--- src/rtl/uart_cmd_sequencer.sv ---
`default_nettype none
// ============================================================================
// Module   : uart_cmd_sequencer
// Brief    : Collects a HEADER-prefixed 4-byte operand from a UART receiver,
//            starts one datapath operation and returns the 32-bit result
//            over the UART transmitter, most significant byte first.
// Revision : 1.0 - initial release
// ============================================================================
module uart_cmd_sequencer #(
    parameter logic [7:0]  HEADER  = 8'h68,
    parameter logic [15:0] TIMEOUT = 16'd1000
) (
    input  logic        clk,
    input  logic        rst,
    input  logic [7:0]  rx_data,
    input  logic        new_rx_data,
    output logic [7:0]  tx_data,
    output logic        new_tx_data,
    input  logic        tx_busy,
    output logic [31:0] op_data,
    output logic        op_start,
    input  logic        op_done,
    input  logic [31:0] op_result,
    output logic        busy,
    output logic        err,
    output logic        ovr
);

    typedef enum logic [2:0] {
        IDLE       = 3'd0,
        RX_OPERAND = 3'd1,
        START      = 3'd2,
        WAIT_DONE  = 3'd3,
        TX_BYTE    = 3'd4,
        TX_WAIT    = 3'd5
    } state_t;

    state_t      state_q,   state_d;
    logic [2:0]  cnt_q,     cnt_d;
    logic [15:0] timer_q,   timer_d;
    logic [31:0] op_data_q, op_data_d;
    logic [31:0] result_q,  result_d;
    logic [7:0]  tx_data_q, tx_data_d;
    logic        new_tx_q,  new_tx_d;
    logic        err_q,     err_d;
    logic        ovr_q,     ovr_d;

    always_ff @(posedge clk or negedge rst) begin
        if (!rst) begin
            state_q   <= IDLE;
            cnt_q     <= 3'd0;
            timer_q   <= 16'd0;
            op_data_q <= 32'd0;
            result_q  <= 32'd0;
            tx_data_q <= 8'd0;
            new_tx_q  <= 1'b0;
            err_q     <= 1'b0;
            ovr_q     <= 1'b0;
        end else begin
            state_q   <= state_d;
            cnt_q     <= cnt_d;
            timer_q   <= timer_d;
            op_data_q <= op_data_d;
            result_q  <= result_d;
            tx_data_q <= tx_data_d;
            new_tx_q  <= new_tx_d;
            err_q     <= err_d;
            ovr_q     <= ovr_d;
        end
    end

    always_comb begin
        state_d   = state_q;
        cnt_d     = cnt_q;
        timer_d   = timer_q;
        op_data_d = op_data_q;
        result_d  = result_q;
        tx_data_d = tx_data_q;
        new_tx_d  = 1'b0;
        err_d     = 1'b0;
        ovr_d     = ovr_q;

        case (state_q)
            IDLE: begin
                if (new_rx_data && (rx_data == HEADER)) begin
                    cnt_d   = 3'd0;
                    timer_d = 16'd0;
                    state_d = RX_OPERAND;
                end
            end

            RX_OPERAND: begin
                // timer_q counts silent edges since the last accepted byte
                if (new_rx_data) begin
                    op_data_d = {op_data_q[23:0], rx_data};
                    timer_d   = 16'd0;
                    if (cnt_q == 3'd3) begin
                        cnt_d   = 3'd0;
                        state_d = START;
                    end else begin
                        cnt_d = cnt_q + 3'd1;
                    end
                end else if (timer_q == (TIMEOUT - 16'd1)) begin
                    op_data_d = 32'd0;
                    err_d     = 1'b1;
                    cnt_d     = 3'd0;
                    timer_d   = 16'd0;
                    state_d   = IDLE;
                end else begin
                    timer_d = timer_q + 16'd1;
                end
            end

            START: begin
                state_d = WAIT_DONE;
            end

            WAIT_DONE: begin
                if (op_done) begin
                    result_d = op_result;
                    cnt_d    = 3'd0;
                    state_d  = TX_BYTE;
                end
            end

            TX_BYTE: begin
                // result_q shifts left so the next byte is always in [31:24]
                if (!tx_busy) begin
                    tx_data_d = result_q[31:24];
                    result_d  = {result_q[23:0], 8'h00};
                    new_tx_d  = 1'b1;
                    cnt_d     = cnt_q + 3'd1;
                    state_d   = TX_WAIT;
                end
            end

            TX_WAIT: begin
                if (!tx_busy) begin
                    state_d = (cnt_q == 3'd4) ? IDLE : TX_BYTE;
                end
            end

            default: begin
                state_d = IDLE;
            end
        endcase

        if (new_rx_data && (state_q inside {START, WAIT_DONE, TX_BYTE, TX_WAIT})) begin
            ovr_d = 1'b1;
        end
    end

    assign tx_data     = tx_data_q;
    assign new_tx_data = new_tx_q;
    assign op_data     = op_data_q;
    assign op_start    = (state_q == START);
    assign busy        = (state_q != IDLE);
    assign err         = err_q;
    assign ovr         = ovr_q;

endmodule
`default_nettype wire

--- config.mk ---
export PLATFORM = sky130hd
export DESIGN_NAME = uart_cmd_sequencer
export DESIGN_NICKNAME = d
export VERILOG_FILES = /design/src/rtl/uart_cmd_sequencer.sv
export SDC_FILE = /design/constraint.sdc
export NUM_CORES = 1
export LEC_CHECK = 0
export BUFFER_PORTS_ARGS = -buffer_cell sky130_fd_sc_hd__buf_2
export CORE_MARGIN = 4
export CORE_UTILIZATION = 45
export DETAILED_ROUTE_END_ITERATION = 10
export PLACE_DENSITY_LB_ADDON = 0.1
export RECOVER_POWER = 25
export SYNTH_ARGS = -nofsm -noshare
export SYNTH_HDL_FRONTEND = slang
export SYNTH_SLANG_ARGS = --single-unit
--- constraint.sdc ---
create_clock -name clk -period 6.18 [get_ports clk]
set_clock_uncertainty 0.1 [all_clocks]
set_input_delay 1.545 -clock clk [delete_from_list [all_inputs] [get_ports clk]]
set_output_delay 1.545 -clock clk [all_outputs]
set_load 0.02 [all_outputs]
# --- Word level (Yosys, flattened, before mapping) ---
# Cells that the tools add are included.
word_totals:
  ff_bits: 97
  input_bits: 45
  output_inout_bits: 45
  wordCells: 71
op_classes:
  addsub: 2
  eq_ne: 15
  n_mux: 29
  n_bitwise: 1
  n_reduce_logical: 15
op_table:
  columns: ["op", "count"]
  rows:
  - ["2-to-1 mux 32 bit", 4]
  - ["one-hot mux 32 bit (2 select lines)", 1]
  - ["2-to-1 mux 16 bit", 3]
  - ["2-to-1 mux 3 bit", 13]
  - ["one-hot mux 16 bit (2 select lines)", 1]
  - ["one-hot mux 3 bit (6 select lines)", 1]
  - ["adder 16 x 1 -> 16 bit, second input constant", 1]
  - ["== test 16 x 10 -> 1 bit, second input constant", 1]
  - ["one-hot mux 3 bit (4 select lines)", 1]
  - ["== test 3 x 2 -> 1 bit, second input constant", 3]
  - ["== test 3 bit, second input constant", 3]
  - ["== test 8 x 7 -> 1 bit, second input constant", 1]
  - ["inequality test 2 bit, second input constant", 4]
  - ["nonzero test 4 bit", 2]
  - ["inequality test 3 bit, second input constant", 2]
  - ["AND reduction 2 bit", 3]
  - ["AND reduction 6 bit", 1]
  - ["nonzero test 2 bit", 3]
  - ["2-to-1 mux 1 bit", 5]
  - ["AND reduction 5 bit", 1]
  - ["adder 3 x 1 -> 3 bit, second input constant", 1]
  - ["== test 3 x 1 -> 1 bit, second input constant", 1]
  - ["zero test 3 bit", 1]
  - ["AND reduction 3 bit", 1]
  - ["other kinds (3)", 4]

# --- Depth between registers and ports, before layout ---
# Gate-level depths: netlist of the first run.
logic_depth:
  word_depth: 4
  ltp_mapped: 8
  depth_no_buf: 6

# --- Worst setup path after synthesis of the first run ---
# No wires, ideal clock.
synth_path:
  kind: "input port to flip-flop"
  from: "input rx_data[7]"
  to: "register timer_q[3]"
  setup_time_ns: 0.128
  t_arrival_ns: 2.733
  t_required_ns: 5.952
  path_slack_ns: 3.219
  path_stages: 7
  n_path_buf: 2
  path_cell_list: "nand3b_1 -> or3_1 -> o21ba_2 -> clkbuf_1 -> buf_2 -> o21ai_0 -> o31ai_1"
synth_between:
  elab_chain_len: 4
synth_rtl:
  columns: ["item", "line_no", "source"]
  rows:
  - ["from (decl)", "15", "input logic [7:0] rx_data,"]
  - ["== test 8 x 7 -> 1 bit", "85", "if (new_rx_data && (rx_data == HEADER)) begin"]
  - ["logical AND 1 bit", "85", null]
  - ["inequality test 2 bit (no source line)", null, null]
  - ["AND reduction 2 bit (no source line)", null, null]
  - ["to (signal assigned)", "62", "timer_q <= timer_d;"]
  - ["to (decl)", "40", "logic [15:0] timer_q, timer_d;"]
# No other way between the ends.
# A chain may end at the register's enable or synchronous reset.

==> reports/results.ini, run 1 <==
[die]
row_count = 35
start_util = 0.468
core_um2 = 9370
dieWidth_um = 107
ios = 90
die_y_um = 107
dieArea_um2 = 11400

[clock_tree]
clkTransAtPathRegs_ns = 0.10
cts.path.max_buffers = 2
post_cts.repair.setup_buffers = 0
htreeDepth = 3
cts_hold_buf = 0
clock_latency_ns = 0.36
cts_inserted_buffers = 9
cts-resized-gates = 0
cts.sinks = 97
ctsRootBufferMaster = clkbuf_8
cts_tree = done

[worst_hold_path]
holdCritPathClass = flop to flop

[logic_synthesis]
syn_inst = 406
synth_area_leaders = dfrtp_1 (55%), a22o_1 (6.8%), mux2i_1 (5.9%)
synth.largest_area_cell = dfrtp_1
synth.yosys.warnings = 0
yosysTopAreaCellShare = 0.553
synth_area_per_cell_um2 = 10.8
ys_ff_latch = 97
synth_fp_nets = 456
synthArstFlopShare = 1.00
synth.distinct_cells = 46
yosysMostFrequentCell = dfrtp_1
synth-edff-count = 0
yosys-top-cells-count = dfrtp_1 (97), nand2_1 (59), o21ai_0 (43)
syn_area_um2 = 4390
synthFlopType = dfrtp_1
synth-seq-area-share = 0.553

[outcome]
violations = capacitance limit, slew limit
status = finished with violations

[route]
finalWirelength_um = 8950
ant_nets = 0
vias_per_cell = 5.24
drt_iter0_markers = 168
post-route-drc-count = 0
vias = 3215
wl_per_cell_um = 14.6
first_pass_iters = 4

[grt]
grt_usage = 0.163
grt_pass1_wl_um = 15100
antenna_found_initial = 0
grt_pass1_vias = 2986
grt_max_degree = 65
grt.overflow.total = 0

[placed_design]
dpl-instance-area_um2 = 4870
dp.cells = 598
dp_hpwl_um = 6090
gp_congestion = 0.782
portBuffers = 89

[sta]
setup_viol = 0
hold_viol = 0
slew_headroom = -0.625
rsz0062_at_grt = no
fmax_mhz = 268
tns_ns = 0
drv_slew = 81
tightestPinTransition_ns = 2.44
fin_crit_sh = 0.603
timing.final.crit_period_ns = 3.73
hold_ws_ns = 0.363

[layout]
finalNonFillerCells = 614
multi_input_area_um2 = 1780
seq_area_um2 = 2430
fin_area_um2 = 5090
area_growth_pct = 16.1
drive_gt1_frac = 0.252
n_antenna_cell = 0
fillers = 881
nets = 530

[critical_path]
critPathMaxFanout = 52
worst_ep_arrival_time_ns = 4.07
cpMaxStageDelayCell = clkbuf_1
critPathKind = input port to async pin
crit_family = buffers and inverters
startpoint_type = input port
crit_chain = clkbuf_1 > buf_4
slowest_delay_ns = 1.70
crit_path_end_kind = async pin
path_buf_inv = 2
worst_ep_required_time_ns = 6.52

[power]
swShare = 0.315
p_seq_frac = 0.485
p_int_mw = 1.13
pwr-share-clk = 0.285
vdd_drop_max_v = 0.000120
p_per_area_nw_per_um2 = 323
power.switching_uw = 518
comb_power_share = 0.230
power_leakage_nw = 2.68

[job]
maxCapViolCount = 2

metal layers:
layer	up-vias	part of all wire	track usage
met5	-	0	0
li1	1611	-	-
met3	11	0.045	0.0289
met4	0	0.015	0.0548
met1	1521	0.51	0.247
met2	72	0.43	0.235
path summary, 6_finish.rpt:
kind,start,end,slack (ns),cells past startpoint
hold reg to reg,ovr,ovr,0.36,1
setup / recovery,rst,tx_data[3],2.45,2
hold / removal,ovr,ovr,0.36,1
setup reg to reg,state_q[2],result_q[1],3.31,3
min in group asynchronous,rst,tx_data[5],1.83,1
max in group clk,new_rx_data,cnt_q[2],2.75,4
metrics by stage:
stage	utilization	worst slack [ns]	power, mW
after global routing	0.544	1.87	1.74
after CTS	0.545	2.99	1.67
after global placement	0.519	2.92	1.19
after detailed placement	0.519	2.85	1.19
after floorplan	-	3.22	1.06
final	0.544	2.45	1.65
registers in the layout (all words and copies together), names as in the netlist:
signal	cells
result_q	32
timer_q	16
op_data	32
cnt_q	3
state_q	3
err	1
tx_data	8
ovr	1
new_tx_data	1
cells in the final DEF, fill, tap and decap left out, types with 2 or more instances in the layout:
master     instances
o21ai_1            3
bufinv_16          2
a22o_1            34
ha_1               5
nand3_1           13
nor4b_1            2
dfrtp_1           97
nor2_2             2
o21ai_0           43
nor4_1             3
or3_1              6
nand2b_1           2
nand3b_1           3
mux2i_1           26
buf_2             86
mux2_2             9
a21o_1             5
nand4b_1           2
nand4_1            5
buf_4              2
and3_1             2
inv_1              9
nor2_1             8
nor3_1            12
clkbuf_8          11
nand2_1           58
a21oi_1            9
clkbuf_1           3
o31ai_1            3
power groups by stage:
stage / Clock (mW) / Sequential (mW) / Combinational (mW)
after detailed placement: 0 / 0.809 / 0.383
after floorplan: 0 / 0.867 / 0.195
final: 0.469 / 0.799 / 0.379
after global placement: 0 / 0.809 / 0.381
after CTS: 0.485 / 0.798 / 0.386
after global routing: 0.510 / 0.815 / 0.418
kinds of logic (layout without fill, tap and decap cells):
logic type | count (synthesis) | count (layout) | synth area share
AO/OA/AOI/OAI | 105 | 105 | 0.160
XOR/XNOR | 1 | 1 | 0.00200
adder cells (fa/ha/maj) | 5 | 5 | 0.0143
buffers and inverters | 37 | 116 | 0.0419
flip-flops | 97 | 97 | 0.553
multiplexers | 35 | 35 | 0.0825
AND/OR/NAND/NOR | 126 | 126 | 0.146
final cells by class:
type | instances | area share
Inverter | 9 | 0.00663
Tap cell | 129 | 0.0317
Multi-Input combinational cell | 272 | 0.349
Clock inverter | 5 | 0.0167
Timing Repair Buffer | 91 | 0.0897
Sequential cell | 97 | 0.477
Clock buffer | 11 | 0.0297
(Power assumes the default switching activity.)
==> inputs of run 2 (changes only) <==
- ABC_AREA: unset -> 1
- clock period: 6.18 -> 3.15 ns (I/O delays scaled with it)
==> run 2 against run 1 <==
The run still ends with capacitance limit, slew limit left; cell count up 32%; synthesized cell count rose by 44%; setup slack lost 1.8 ns; via count up 22%; flip-flop and latch count did not move; power rose to 2.8 times the previous value; clock power increased by 73%; combinational power grew to 4.9 times the previous value; critical endpoint is now busy; largest cell class unchanged; largest power group unchanged.
==> reports/results.ini, run 2 <==
[outcome]
status = finished with violations
violations = capacitance limit, slew limit

[logic_synthesis]
synth-seq-area-share = 0.514  ; -0.0395
synth.largest_area_cell = dfrtp_1
synth_fp_nets = 634  ; +39%
synthArstFlopShare = 1.00  ; unchanged
syn_inst = 584  ; +44%
synth_area_leaders = dfrtp_1 (51%), nand2_1 (15%), inv_1 (4.9%)
yosys-top-cells-count = nand2_1 (194), dfrtp_1 (97), inv_1 (62)
ys_ff_latch = 97  ; unchanged
synth.distinct_cells = 31  ; -33%
syn_area_um2 = 4720  ; +7.7%
synth-edff-count = 0  ; unchanged
yosysTopAreaCellShare = 0.514  ; -0.0395
yosysMostFrequentCell = nand2_1
synthFlopType = dfrtp_1
synth_area_per_cell_um2 = 8.09  ; -25%
synth.yosys.warnings = 0  ; unchanged

[grt]
grt.overflow.total = 0  ; unchanged
grt_usage = 0.176  ; +0.0134
antenna_found_initial = 0  ; unchanged
grt_pass1_vias = 3744  ; +25%
grt_pass1_wl_um = 17900  ; +19%
grt_max_degree = 61  ; -6.2%

[critical_path]
startpoint_type = flop
crit_path_end_kind = output port
slowest_delay_ns = 0.47  ; -1.23 ns
crit_family = flip-flops
path_buf_inv = 3  ; +1
r2r-start = state_q[0]
cp_common_cell = inv_1
worst_ep_required_time_ns = 2.26  ; -4.26 ns
cpMaxStageDelayCell = dfrtp_1
critPathLaunch = state_q[2]
critPathMaxFanout = 8  ; -85%
rrSetupSlack_ns = 0.80  ; -2.51 ns
critPathKind = flop to output port
worst_ep_arrival_time_ns = 1.58  ; -2.49 ns
crit_chain = inv_1 > nand2_1 > nor2_4 > inv_1 > buf_2

[clock_tree]
cts-resized-gates = 0  ; unchanged
cts_inserted_buffers = 9  ; unchanged
cts.sinks = 97  ; unchanged
ctsRootBufferMaster = clkbuf_8
clkTransAtPathRegs_ns = 0.09  ; about the same
post_cts.repair.setup_buffers = 0  ; unchanged
cts_tree = done
cts.path.max_buffers = 2  ; unchanged
clock_latency_ns = 0.36  ; about the same
htreeDepth = 3  ; unchanged
cts_hold_buf = 0  ; unchanged

[route]
met2_length_um = 4530  ; +16%
vias_per_cell = 4.85  ; -7.3%
wl_per_cell_um = 12.9  ; -12%
ant_nets = 0  ; unchanged
vias = 3926  ; +22%
post-route-drc-count = 0  ; unchanged
finalWirelength_um = 10400  ; +17%
route.met3.wl_um = 467  ; +15%
drt_iter0_markers = 236  ; +40%
top_layer = met4
wl_met1_um = 5210  ; +15%
first_pass_iters = 4  ; unchanged

[worst_hold_path]
holdCritPathClass = flop to flop
hold_path.startpoint = ovr

[layout]
fillers = 1031  ; +17%
n_antenna_cell = 0  ; unchanged
final_common_cell = nand2_1
final_cell_mix = nand2_1 (194), dfrtp_1 (97), buf_2 (88)
seq_area_um2 = 2430  ; unchanged
fin_area_um2 = 5430  ; +6.5%
nets = 718  ; +35%
drive_gt1_frac = 0.207  ; -0.0450
multi_input_area_um2 = 1870  ; +5.1%
area_growth_pct = 14.9

[sta]
fin_crit_sh = 0.782
drv_slew = 39  ; -52%
timing.final.crit_period_ns = 2.46
tns_ns = 0  ; unchanged
hold_ws_ns = 0.373  ; +0.00940 ns
fmax_mhz = 406
slew_headroom = -0.377  ; +0.248
rsz0062_at_grt = no
tightestPinTransition_ns = 2.07  ; -0.371 ns
hold_viol = 0  ; unchanged
setup_viol = 0  ; unchanged

[die]
core_um2 = 10300  ; +9.7%
dieWidth_um = 110  ; +3.5%
start_util = 0.459  ; -0.00850
row_count = 37  ; +5.7%
ios = 90  ; unchanged
dieArea_um2 = 12200  ; +7.1%
die_y_um = 110  ; +3.5%

[power]
p_int_mw = 2.64  ; +130%
comb_power_share = 0.406  ; +0.176
p_per_area_nw_per_um2 = 850  ; +160%
power_leakage_nw = 2.86  ; +6.6%
p_seq_frac = 0.418  ; -0.067
vdd_drop_max_v = 0.000478  ; +300%
pwr-share-clk = 0.176  ; -0.109
power.switching_mw = 1.97  ; +280%
p_total_mw = 4.61  ; +180%
swShare = 0.428  ; +0.113

[placed_design]
gp_congestion = 0.875  ; +12%
dp_hpwl_um = 7520  ; +24%
dpl-instance-area_um2 = 5240  ; +7.6%
portBuffers = 89  ; unchanged

[job]
maxCapViolCount = 1  ; -1

==> run 2: cell types whose count changed in the layout (fill, tap and decap cells not counted), sizes merged, moves of 8 or more <==
cell	delta
inv	+60
mux2i	-26
mux2	-9
nand3	+29
o21ai	+37
a22o	-34
nor3	-8
nor2	+17
nand2	+141
==> run 2: path summary, 6_finish.rpt <==
check                               to  depth (start not counted)
max                               busy                          5
min                                ovr                          1
max reg2reg                result_q[5]                          7
min reg2reg                        ovr                          1
max in group asynchronous  result_q[6]                          2
min in group asynchronous  op_data[22]                          1
==> run 2: power groups by stage <==
stage / registers, mW / clock network (mW) / logic, mW
after global routing: 1.99 / 0.890 / 2.13
after global placement: 1.93 / 0 / 1.86
after floorplan: 2.13 / 0 / 1.22
after detailed placement: 1.95 / 0 / 1.90
after CTS: 1.93 / 0.838 / 1.90
final: 1.93 / 0.810 / 1.87
==> run 2: worst reg2reg max path, stage by stage (launching register included) <==
cell and delay, ns:
dfrtp_1 0.59, clkinvlp_2 0.30, nand3_1 0.16, nand2_1 0.08, inv_2 0.57, buf_4 0.29
nand3_1 0.08, o21ai_1 0.11
==> run 2: layout make-up <==
type                            count  area share
Clock buffer                        9      0.0228
Clock inverter                      7      0.0131
Inverter                           71      0.0493
Multi-Input combinational cell    393       0.344
Sequential cell                    97       0.447
Tap cell                          136      0.0314
Timing Repair Buffer               96      0.0915
==> run 2: stage by stage <==
stage,util,instances,setup slack [ns]
detailed placement,0.509,793,0.793
floorplan,-,584,1.25
global route,0.528,809,0.405
finish,0.528,809,0.686
global placement,0.509,793,0.864
CTS,0.528,809,0.703
==> run 2: per-layer routing <==
layer,vias up,track usage
li1,2024,-
met4,0,0.0657
met3,15,0.0323
met5,-,0
met2,83,0.265
met1,1804,0.254
==> run 2: logic make-up after synthesis <==
| kind of cell | synth area share |
|---|---|
| and+or+nand+nor | 0.267 |
| DFF | 0.514 |
| AOI/OAI and AO/OA | 0.103 |
| buffers and inverters | 0.0901 |
| xor gates and xnor gates | 0.0130 |
| adders and majority gates | 0.0132 |
